`config.mk`:
```
export PLATFORM = sky130hd
export DESIGN_NAME = fourbyte_mem_ctrl_flat
export DESIGN_NICKNAME = d
export VERILOG_FILES = /design/src/rtl/fourbyte_pkg.sv /design/src/rtl/fourbyte_mem_ctrl_if.sv /design/src/rtl/btn_debounce.sv /design/src/rtl/fourbyte_mem_ctrl.sv /design/src/flat_wrapper.sv
export SDC_FILE = /design/constraint.sdc
export NUM_CORES = 1
export LEC_CHECK = 0
export CAP_MARGIN = 20
export CORE_MARGIN = 1.5
export CORE_UTILIZATION = 45
export DETAILED_ROUTE_END_ITERATION = 10
export PLACE_DENSITY = 0.8
export SYNTH_ARGS = -nofsm -noshare
export SYNTH_HDL_FRONTEND = slang
export SYNTH_SLANG_ARGS = --single-unit
```
`constraint.sdc`:
```
create_clock -name clk -period 2.75 [get_ports clk]
set_input_delay 0.55 -clock clk [delete_from_list [all_inputs] [get_ports clk]]
set_output_delay 0.55 -clock clk [all_outputs]
set_load 0.02 [all_outputs]
```
`src/rtl/fourbyte_pkg.sv`:
```
`default_nettype none
// ============================================================================
//  Module      : fourbyte_pkg
//  Description : Shared widths and FSM state codes for the 4-byte memory
//                sequencer.
//  Revision    : 1.0 - initial release
// ============================================================================
package fourbyte_pkg;

    localparam int DATA_W = 8;
    localparam int ADDR_W = 2;
    localparam int DEPTH  = 4;

    localparam logic [1:0] ST_SCAN   = 2'd0;
    localparam logic [1:0] ST_WRITE  = 2'd1;
    localparam logic [1:0] ST_VERIFY = 2'd2;
    localparam logic [1:0] ST_CHECK  = 2'd3;

endpackage
`default_nettype wire

```
`src/rtl/fourbyte_mem_ctrl_if.sv`:
```
`default_nettype none
// ============================================================================
//  Module      : fourbyte_mem_ctrl_if
//  Description : Single-port byte memory bus with 1-cycle read latency.
//  Revision    : 1.0 - initial release
// ============================================================================
interface fourbyte_mem_ctrl_if;
    import fourbyte_pkg::*;

    logic              mem_en;
    logic              mem_wr;
    logic [ADDR_W-1:0] mem_adr;
    logic [DATA_W-1:0] mem_din;
    logic [DATA_W-1:0] mem_dout;

    modport master (output mem_en, mem_wr, mem_adr, mem_din, input  mem_dout);
    modport slave  (input  mem_en, mem_wr, mem_adr, mem_din, output mem_dout);

endinterface
`default_nettype wire

```
`src/rtl/btn_debounce.sv`:
```
`default_nettype none
// ============================================================================
//  Module      : btn_debounce
//  Description : Synchronizes an active-low async button and debounces it;
//                level is 1 while pressed, press_evt pulses on each press.
//  Revision    : 1.0 - initial release
// ============================================================================
module btn_debounce #(
    parameter int DB_CYCLES = 16
) (
    input  wire  clk,
    input  wire  rst_n,
    input  wire  btn_n_async,
    output logic level,
    output logic press_evt
);

    localparam logic [15:0] c_db_last = 16'(DB_CYCLES - 1);

    logic        r_sync1;
    logic        r_sync2;
    logic        r_level;
    logic        r_press_evt;
    logic [15:0] r_cnt;
    logic        w_sync_pressed;
    logic        w_differs;

    assign w_sync_pressed = ~r_sync2;
    assign w_differs      = (w_sync_pressed != r_level);

    // Counter runs only while the synchronized level disagrees; any agreement restarts it
    always_ff @(posedge clk) begin
        if (!rst_n) begin
            r_sync1     <= 1'b1;
            r_sync2     <= 1'b1;
            r_level     <= 1'b0;
            r_press_evt <= 1'b0;
            r_cnt       <= '0;
        end else begin
            r_sync1     <= btn_n_async;
            r_sync2     <= r_sync1;
            r_press_evt <= 1'b0;
            if (!w_differs) begin
                r_cnt <= '0;
            end else if (r_cnt == c_db_last) begin
                r_cnt       <= '0;
                r_level     <= w_sync_pressed;
                r_press_evt <= w_sync_pressed;
            end else begin
                r_cnt <= r_cnt + 16'd1;
            end
        end
    end

    assign level     = r_level;
    assign press_evt = r_press_evt;

endmodule
`default_nettype wire

```
`src/rtl/fourbyte_mem_ctrl.sv`:
```
`default_nettype none
// ============================================================================
//  Module      : fourbyte_mem_ctrl
//  Description : Writes the switch byte on each debounced press, verifies it
//                by readback, and otherwise scans memory to the display.
//  Revision    : 1.0 - initial release
// ============================================================================
module fourbyte_mem_ctrl
    import fourbyte_pkg::*;
#(
    parameter int DB_CYCLES   = 16,
    parameter int SHOW_CYCLES = 32
) (
    input  wire                      clk,
    input  wire                      rst_n,
    input  wire  [DATA_W-1:0]        data_sw,
    input  wire                      wr_bttn,
    fourbyte_mem_ctrl_if.master      mem,
    output logic [DATA_W-1:0]        disp_byte,
    output logic                     disp_valid,
    output logic                     wr_led,
    output logic [ADDR_W-1:0]        adr_led,
    output logic                     err,
    output logic                     busy
);

    localparam int                  c_show_w    = $clog2(SHOW_CYCLES);
    localparam logic [c_show_w-1:0] c_show_last = c_show_w'(SHOW_CYCLES - 1);

    logic [1:0]          r_state;
    logic [1:0]          w_state_nxt;
    logic [ADDR_W-1:0]   r_wr_ptr;
    logic [ADDR_W-1:0]   r_scan_adr;
    logic [ADDR_W-1:0]   w_scan_adr_nxt;
    logic [ADDR_W-1:0]   w_adr_nxt;
    logic [c_show_w-1:0] r_show_cnt;
    logic [DATA_W-1:0]   r_wdata;
    logic [DATA_W-1:0]   r_disp_byte;
    logic                r_disp_valid;
    logic                r_err;
    logic                r_rd_ok;
    logic                r_mem_en;
    logic                r_mem_wr;
    logic [ADDR_W-1:0]   r_mem_adr;
    logic                w_level;
    logic                w_press_evt;
    logic                w_scan_tc;

    btn_debounce #(
        .DB_CYCLES (DB_CYCLES)
    ) u_db (
        .clk         (clk),
        .rst_n       (rst_n),
        .btn_n_async (wr_bttn),
        .level       (w_level),
        .press_evt   (w_press_evt)
    );

    assign w_scan_tc = (r_show_cnt == c_show_last);

    always_comb begin
        w_state_nxt = r_state;
        case (r_state)
            ST_SCAN:   if (w_press_evt) w_state_nxt = ST_WRITE;
            ST_WRITE:  w_state_nxt = ST_VERIFY;
            ST_VERIFY: w_state_nxt = ST_CHECK;
            default:   w_state_nxt = ST_SCAN;
        endcase
    end

    always_comb begin
        w_scan_adr_nxt = r_scan_adr;
        if (r_state == ST_CHECK) begin
            w_scan_adr_nxt = r_wr_ptr;
        end else if (r_state == ST_SCAN && w_scan_tc) begin
            w_scan_adr_nxt = r_scan_adr + ADDR_W'(1);
        end
    end

    // Bus outputs are registered from the next state so they line up with r_state
    assign w_adr_nxt = (w_state_nxt == ST_SCAN) ? w_scan_adr_nxt : r_wr_ptr;

    always_ff @(posedge clk) begin
        if (!rst_n) begin
            r_state      <= ST_SCAN;
            r_wr_ptr     <= '0;
            r_scan_adr   <= '0;
            r_show_cnt   <= '0;
            r_wdata      <= '0;
            r_disp_byte  <= '0;
            r_disp_valid <= 1'b0;
            r_err        <= 1'b0;
            r_rd_ok      <= 1'b0;
            r_mem_en     <= 1'b0;
            r_mem_wr     <= 1'b0;
            r_mem_adr    <= '0;
        end else begin
            r_state    <= w_state_nxt;
            r_scan_adr <= w_scan_adr_nxt;
            r_mem_en   <= (w_state_nxt != ST_CHECK);
            r_mem_wr   <= (w_state_nxt == ST_WRITE);
            r_mem_adr  <= w_adr_nxt;
            // Read data is trusted only once the same scan address has been held a full cycle
            r_rd_ok    <= (r_state == ST_SCAN) && r_mem_en && !w_scan_tc && !w_press_evt;
            case (r_state)
                ST_SCAN: begin
                    r_show_cnt <= w_scan_tc ? '0 : r_show_cnt + c_show_w'(1);
                    if (w_press_evt) begin
                        r_wdata <= data_sw;
                    end else if (r_rd_ok) begin
                        r_disp_byte  <= mem.mem_dout;
                        r_disp_valid <= 1'b1;
                    end
                end
                ST_CHECK: begin
                    if (mem.mem_dout != r_wdata) r_err <= 1'b1;
                    r_disp_byte  <= mem.mem_dout;
                    r_disp_valid <= 1'b1;
                    r_show_cnt   <= '0;
                    r_wr_ptr     <= r_wr_ptr + ADDR_W'(1);
                end
                default: ;
            endcase
        end
    end

    assign mem.mem_en  = r_mem_en;
    assign mem.mem_wr  = r_mem_wr;
    assign mem.mem_adr = r_mem_adr;
    assign mem.mem_din = r_wdata;

    assign disp_byte  = r_disp_byte;
    assign disp_valid = r_disp_valid;
    assign wr_led     = ~w_level;
    assign adr_led    = ~r_scan_adr;
    assign err        = r_err;
    assign busy       = (r_state != ST_SCAN);

endmodule
`default_nettype wire

```
`src/flat_wrapper.sv`:
```
// flat-port wrapper written by rule: the top's interface ports become plain ports
module fourbyte_mem_ctrl_flat import fourbyte_pkg::*;
#(
    parameter int DB_CYCLES   = 16,
    parameter int SHOW_CYCLES = 32
)
  (clk, rst_n, data_sw, wr_bttn, disp_byte, disp_valid, wr_led, adr_led, err, busy, mem_mem_en, mem_mem_wr, mem_mem_adr, mem_mem_din, mem_mem_dout);
  fourbyte_mem_ctrl_if mem_i ();
  input  wire clk;
  input  wire rst_n;
  input  wire  [DATA_W-1:0] data_sw;
  input  wire wr_bttn;
  output logic [DATA_W-1:0] disp_byte;
  output logic disp_valid;
  output logic wr_led;
  output logic [ADDR_W-1:0] adr_led;
  output logic err;
  output logic busy;
  output wire logic [$bits(mem_i.mem_en)-1:0] mem_mem_en;
  output wire logic [$bits(mem_i.mem_wr)-1:0] mem_mem_wr;
  output wire logic [$bits(mem_i.mem_adr)-1:0] mem_mem_adr;
  output wire logic [$bits(mem_i.mem_din)-1:0] mem_mem_din;
  input wire logic [$bits(mem_i.mem_dout)-1:0] mem_mem_dout;
  assign mem_mem_en = mem_i.mem_en;
  assign mem_mem_wr = mem_i.mem_wr;
  assign mem_mem_adr = mem_i.mem_adr;
  assign mem_mem_din = mem_i.mem_din;
  assign mem_i.mem_dout = mem_mem_dout;
  fourbyte_mem_ctrl #(.DB_CYCLES(DB_CYCLES), .SHOW_CYCLES(SHOW_CYCLES)) u_core (.clk(clk), .rst_n(rst_n), .data_sw(data_sw), .wr_bttn(wr_bttn), .mem(mem_i), .disp_byte(disp_byte), .disp_valid(disp_valid), .wr_led(wr_led), .adr_led(adr_led), .err(err), .busy(busy));
endmodule
```
# --- Word-level counts from Yosys, hierarchy flattened ---
# Cells that the tools add are included.
# W data, S select, Z words.
word_totals:
  wordCells: 66
  regBits: 54
  input_bits: 19
  output_inout_bits: 26
op_classes:
  addsub: 4
  n_eq_ne: 11
  bitwise_logic: 5
  muxes: 13
  reduce_logical: 16
op_table:
  columns: ["operator", "count"]
  rows:
  - ["$add A16 B1 Y16 const B", 1]
  - ["$eq A16 B4 Y1 const B", 1]
  - ["$mux W8", 2]
  - ["$pmux W8 S2", 1]
  - ["$pmux W5 S2", 1]
  - ["$mux W2", 4]
  - ["$ne A8 B8 Y1", 1]
  - ["$pmux W2 S3", 1]
  - ["$reduce_and A2 Y1", 3]
  - ["$reduce_and A3 Y1", 2]
  - ["$add A5 B1 Y5 const B", 1]
  - ["$eq A5 B5 Y1 const B", 1]
  - ["$mux W5", 1]
  - ["$add A2 B1 Y2 const B", 2]
  - ["$eq A2 B1 Y1 const B", 2]
  - ["$eq A2 B2 Y1 const B", 2]
  - ["$logic_and A1 B1 Y1", 4]
  - ["$logic_not A2 Y1", 2]
  - ["$ne A2 B2 Y1 const B", 2]
  - ["$not A1 Y1", 4]
  - ["$reduce_bool A2 Y1", 2]
  - ["$reduce_or A3 Y1", 1]
  - ["$logic_not A1 Y1", 2]
  - ["$mux W1", 2]
  - ["4 further kinds", 4]

# --- Depth between registers and ports, before layout ---
logic_depth:
  ltp_word: 5
  ltp_mapped: 7
  mapped_depth_nobuf: 7

# --- Cells and area by module ---
# From an unflattened synthesis, not the netlist that was laid out.
unflattened:
  cells_unflattened: 255
  hier_area_um2: 2342.2
by_module_without_submodules:
  columns: ["mod", "seq_area_each_um2", "instances", "area_each_um2", "cells_per_inst"]
  rows:
  - ["fourbyte_mem_ctrl", 680.7, 1, 1456.4, 163]
  - ["btn_debounce", 400.4, 1, 885.8, 92]

# --- Worst setup path before layout ---
# No wires, ideal clock.
synth_timing:
  path_type: "reg-to-reg"
  startpoint: "register u_core.r_show_cnt[0]"
  endpoint: "register u_core.r_mem_adr[0], in the netlist u_core.mem.mem_adr[0]"
  synth_period_minus_slack_ps: 1672
  stages_incl_launch_ff: 8
  arrival_time_ps: 1551
  slack_ps: 1078
  setup_time_ps: 121
  required_time_ps: 2629
  path_buffers: 0
  cell_sequence: "dfxtp_1 -> ha_1 -> and3_1 -> ha_1 -> nand2_1 -> xnor2_1 -> o211a_1 -> mux2_2"
synth_between:
  elab_chain_cells: 5
synth_lines:
  columns: ["element", "line_no", "rtl"]
  rows:
  - ["from (decl)", "fourbyte_mem_ctrl.sv:36", "logic [c_show_w-1:0] r_show_cnt;"]
  - ["from (signal assigned)", "fourbyte_mem_ctrl.sv:107", "r_show_cnt <= w_scan_tc ? '0 : r_show_cnt + c_show_w'(1);"]
  - ["$eq A5 B5 Y1", "fourbyte_mem_ctrl.sv:59", "assign w_scan_tc = (r_show_cnt == c_show_last);"]
  - ["$logic_and A1 B1 Y1", "fourbyte_mem_ctrl.sv:75", "end else if (r_state == ST_SCAN && w_scan_tc) begin"]
  - ["$mux W2", "fourbyte_mem_ctrl.sv:75", null]
  - ["$mux W2", "fourbyte_mem_ctrl.sv:73", "if (r_state == ST_CHECK) begin"]
  - ["$mux W2", "fourbyte_mem_ctrl.sv:81", "assign w_adr_nxt = (w_state_nxt == ST_SCAN) ? w_scan_adr_nxt : r_wr_ptr;"]
  - ["to (signal assigned)", "fourbyte_mem_ctrl.sv:102", "r_mem_adr <= w_adr_nxt;"]
  - ["to (decl)", "fourbyte_mem_ctrl.sv:44", "logic [ADDR_W-1:0] r_mem_adr;"]
# No other way between the ends.
# A chain may end at the register's enable or synchronous reset.

# --- Worst setup path after layout ---
layout_timing:
  startpoint: "register u_core.r_state[1]"
  endpoint: "output port busy"
layout_between:
  elab_chain_cells: 1
layout_lines:
  columns: ["element", "line_no", "rtl"]
  rows:
  - ["from (decl)", "fourbyte_mem_ctrl.sv:30", "logic [1:0] r_state;"]
  - ["from (signal assigned)", "fourbyte_mem_ctrl.sv:98", "r_state <= w_state_nxt;"]
  - ["$reduce_bool A2 Y1", "fourbyte_mem_ctrl.sv:137", "assign busy = (r_state != ST_SCAN);"]
  - ["to (decl)", "flat_wrapper.sv:18", "output logic busy;"]
# No other way between the ends.

==> summary.txt <==
Status
  • Status: finished clean

Floorplanning
  • Die area: ~5500 um2
  • Chip Width: ~74 um
  • # rows: 25
  • Core area: 4817 um2
  • Initial core utilization: between 40% and 50%
  • Total I/O pin count: between 40 and 50
  • Die Span Y: 74.31 um

GRT
  • Number of global-route vias before repair: 1,791
  • GRT Util Overall: 17.90%
  • Total grt overflow: 0
  • Initial antenna violation count: 0
  • Largest net degree at the start of global routing: 31
  • First-pass GRT wire length: 7.610 mm

Placed design
  • GPL Wtd Cong: 0.8320
  • Dpl cells: between 300 and 400
  • Input/output buffers: 44
  • HPWL after detailed placement: 3.229 mm
  • Area after DPL: 2780 um2

Logic synthesis
  • Multiplexer share of the synthesized area: 3.991%
  • Largest family of logic cells by synthesized area: simple AND/OR/NAND/NOR gates
  • Seq cells post-synth: 54
  • EDFF count, synth: 0
  • Sequential element share of the synthesized area: 47.24%
  • Adder-Cell Fraction of Synth Area: 3.280%
  • Main flop type after synthesis: dfxtp_1
  • Cell variety after synth: 32
  • Synth Warn #: 0
  • Simple-Gate Fraction of Synth Area: roughly a quarter
  • Post-synth net total: 276
  • Ys async rst share: 0%
  • Synth Area per Inst: 9.117 um2
  • Post-synthesis cell count: 251
  • Synth Cell Area: roughly 2300 um2
  • Synth Area in Compound Gates: 6.780%
  • Area share of xor/xnor cells in the synthesized design: 9.951%

Detailed routing
  • Avg WL per Cell: 12.32 um
  • Via count: 1,832
  • Vias per cell: about 5
  • DRC violations left: 0
  • Final ANT Viol Nets: 0
  • Initial DRT Pass Iterations: 4
  • Total wire length: 4.461 mm
  • DRT iter0 DRCs: 109

STA
  • Pins Over Slew Limit: 0
  • RSZ-0062 raised after global routing: false
  • Setup TNS: 0 ns
  • Fmax: about 450 MHz
  • Fin. Hold Viols: 0
  • Slew @ Worst Pin: just under 0.9 ns
  • Rel. slew slack: 42.10%
  • Minimum clock period: between 2 and 2.5 ns
  • Setup-failing EPs final: 0
  • Layout Skew: 0.01225 ns
  • Tcrit/Tclk final: between 80% and 90%

Critical path
  • Crit-path most repeated cell: inv_1
  • CP max stage cell: clkdlybuf4s50_1
  • CP top delay family: buffers and inverters
  • Crit Reg-Reg Startpoint: u_core.r_show_cnt[0]
  • CP bufs+invs: 3
  • CP startpoint: u_core.r_state[1]
  • Critical Path AT: 1.68 ns
  • Cells along the critical path: inv_1, ha_1, inv_1, clkdlybuf4s50_1
  • CP Class: flop to output port
  • Max FO, Critical Path: 6
  • Crit start category: flop
  • Slowest stage delay, CP: 0.61 ns
  • Setup crit end kind: output port
  • Req. time, crit path: 2.20 ns

CTS
  • Clock slew at reported path FFs: 0.09 ns
  • CTS H-tree lvls: 2
  • # Post-CTS Setup Buffers: 0
  • Clock Sinks: 54
  • CTS tree: yes
  • Max Root-Sink Buffers: 2
  • Num CTS Buffers: 5
  • Cts hold-fix bufs: 0
  • Clk_lat worst skew: 0.31 ns
  • CTS root buf: clkbuf_8
  • Post-cts resize count: 0

Power and ir drop
  • Leakage power: 0.9851 nW
  • Maximum VDD drop: 252.7 uV
  • Pwr dens: 568.8 nW/um2
  • Power Total: ~1.6 mW

Finish
  • Final Util: 59.58%
  • Non-Filler Instances: 362
  • Share of cells above drive strength 1: 6.441%
  • Diodes inserted: 0
  • Nets: ~320
  • Fin area: 2870 um2
  • Commonest non-fill, non-tap cell in the layout: dfxtp_1
  • Synthesis-to-finish area growth: 25.42%
  • Most frequent cells in the layout: dfxtp_1, clkdlybuf4s50_1, nor2_1

Job
  • Max-cap viol count: 0

Min path
  • Min-Delay Path Class: flop to flop
  • Hold Crit Start: u_core.u_db.r_sync1
[through the flow]
step	hold WS (ns)	setup slack (ns)
floorplan	0.3863	1.078
global placement	0.4001	0.6228
detailed placement	0.4003	0.5892
CTS	0.4261	0.4977
global route	0.4676	0.4032
finish	0.4217	0.5214
[worst reg2reg max path: stages, from the launching register on]
cell and delay [ns]:
dfxtp_1 0.38, ha_1 0.21, and3_1 0.17, ha_1 0.29
nand2_1 0.10, xnor2_1 0.14, o211a_1 0.21, mux2_2 0.25
[power breakdown]
group	internal (mW)	leakage, nW	total, mW	switching (mW)
registers	0.831	0.438	0.858	0.0274
clock network	0.179	0.0441	0.441	0.262
logic	0.162	0.503	0.333	0.171
total	1.17	0.985	1.63	0.460
[Yosys cell counts (7+ instances only)]
| cell | instances | share of area (%) |
|---|---|---|
| a21oi_1 | 15 | 3.3 |
| clkbuf_1 | 7 | 1.1 |
| dfxtp_1 | 54 | 47 |
| inv_1 | 14 | 2.3 |
| mux2i_1 | 8 | 3.5 |
| nand2_1 | 15 | 2.5 |
| nand3_1 | 14 | 3.1 |
| nor2_1 | 36 | 5.9 |
| nor3_1 | 7 | 1.5 |
| xnor2_1 | 24 | 9.2 |
[worst paths after layout]
| kind | end | slack (ns) | cells past startpoint |
|---|---|---|---|
| hold reg to reg | u_core.u_db.r_sync2 | 0.42 | 1 |
| setup / recovery | busy | 0.52 | 4 |
| setup reg to reg | u_core.mem.mem_adr[0] | 0.89 | 7 |
| hold / removal | u_core.u_db.r_sync2 | 0.42 | 1 |
[registers in the layout, indices dropped and copies added, names as in the netlist]
signal                 flops
u_core.mem.mem_din         8
u_core.u_db.level          1
u_core.r_show_cnt          5
u_core.mem.mem_adr         2
u_core.mem.mem_wr          1
u_core.disp_byte           8
u_core.u_db.r_sync2        1
u_core.r_rd_ok             1
u_core.disp_valid          1
u_core.err                 1
u_core.r_scan_adr          2
u_core.u_db.press_evt      1
u_core.u_db.r_sync1        1
u_core.mem.mem_en          1
u_core.u_db.r_cnt         16
u_core.r_wr_ptr            2
u_core.r_state             2
[per-layer routing]
metal | vias to the layer above | share of wire [%] | global-route usage [%]
met5 | - | 0 | 0
met4 | 0 | 1.3 | 6.869
met3 | 6 | 5.6 | 4.878
met2 | 47 | 50 | 32.14
met1 | 845 | 43 | 20.14
li1 | 934 | - | -
[area by class of cell]
type	instances	area [um2]
fillers	449	1947
multi-input cells	173	1107
flip-flops and latches	54	1081
repair buffers	46	455.4
well taps	67	83.83
clock buffers	5	68.82
inverters	14	52.55
clock inverters	3	21.27
[kinds of logic after synthesis]
logic type / after synthesis
adders and majority gates: 6
buffers and inverters: 24
and+or+nand+nor: 105
DFF: 54
muxes: 9
xor gates and xnor gates: 26
AOI/OAI and AO/OA: 27
Note: power is estimated with default switching activity, not from simulation.
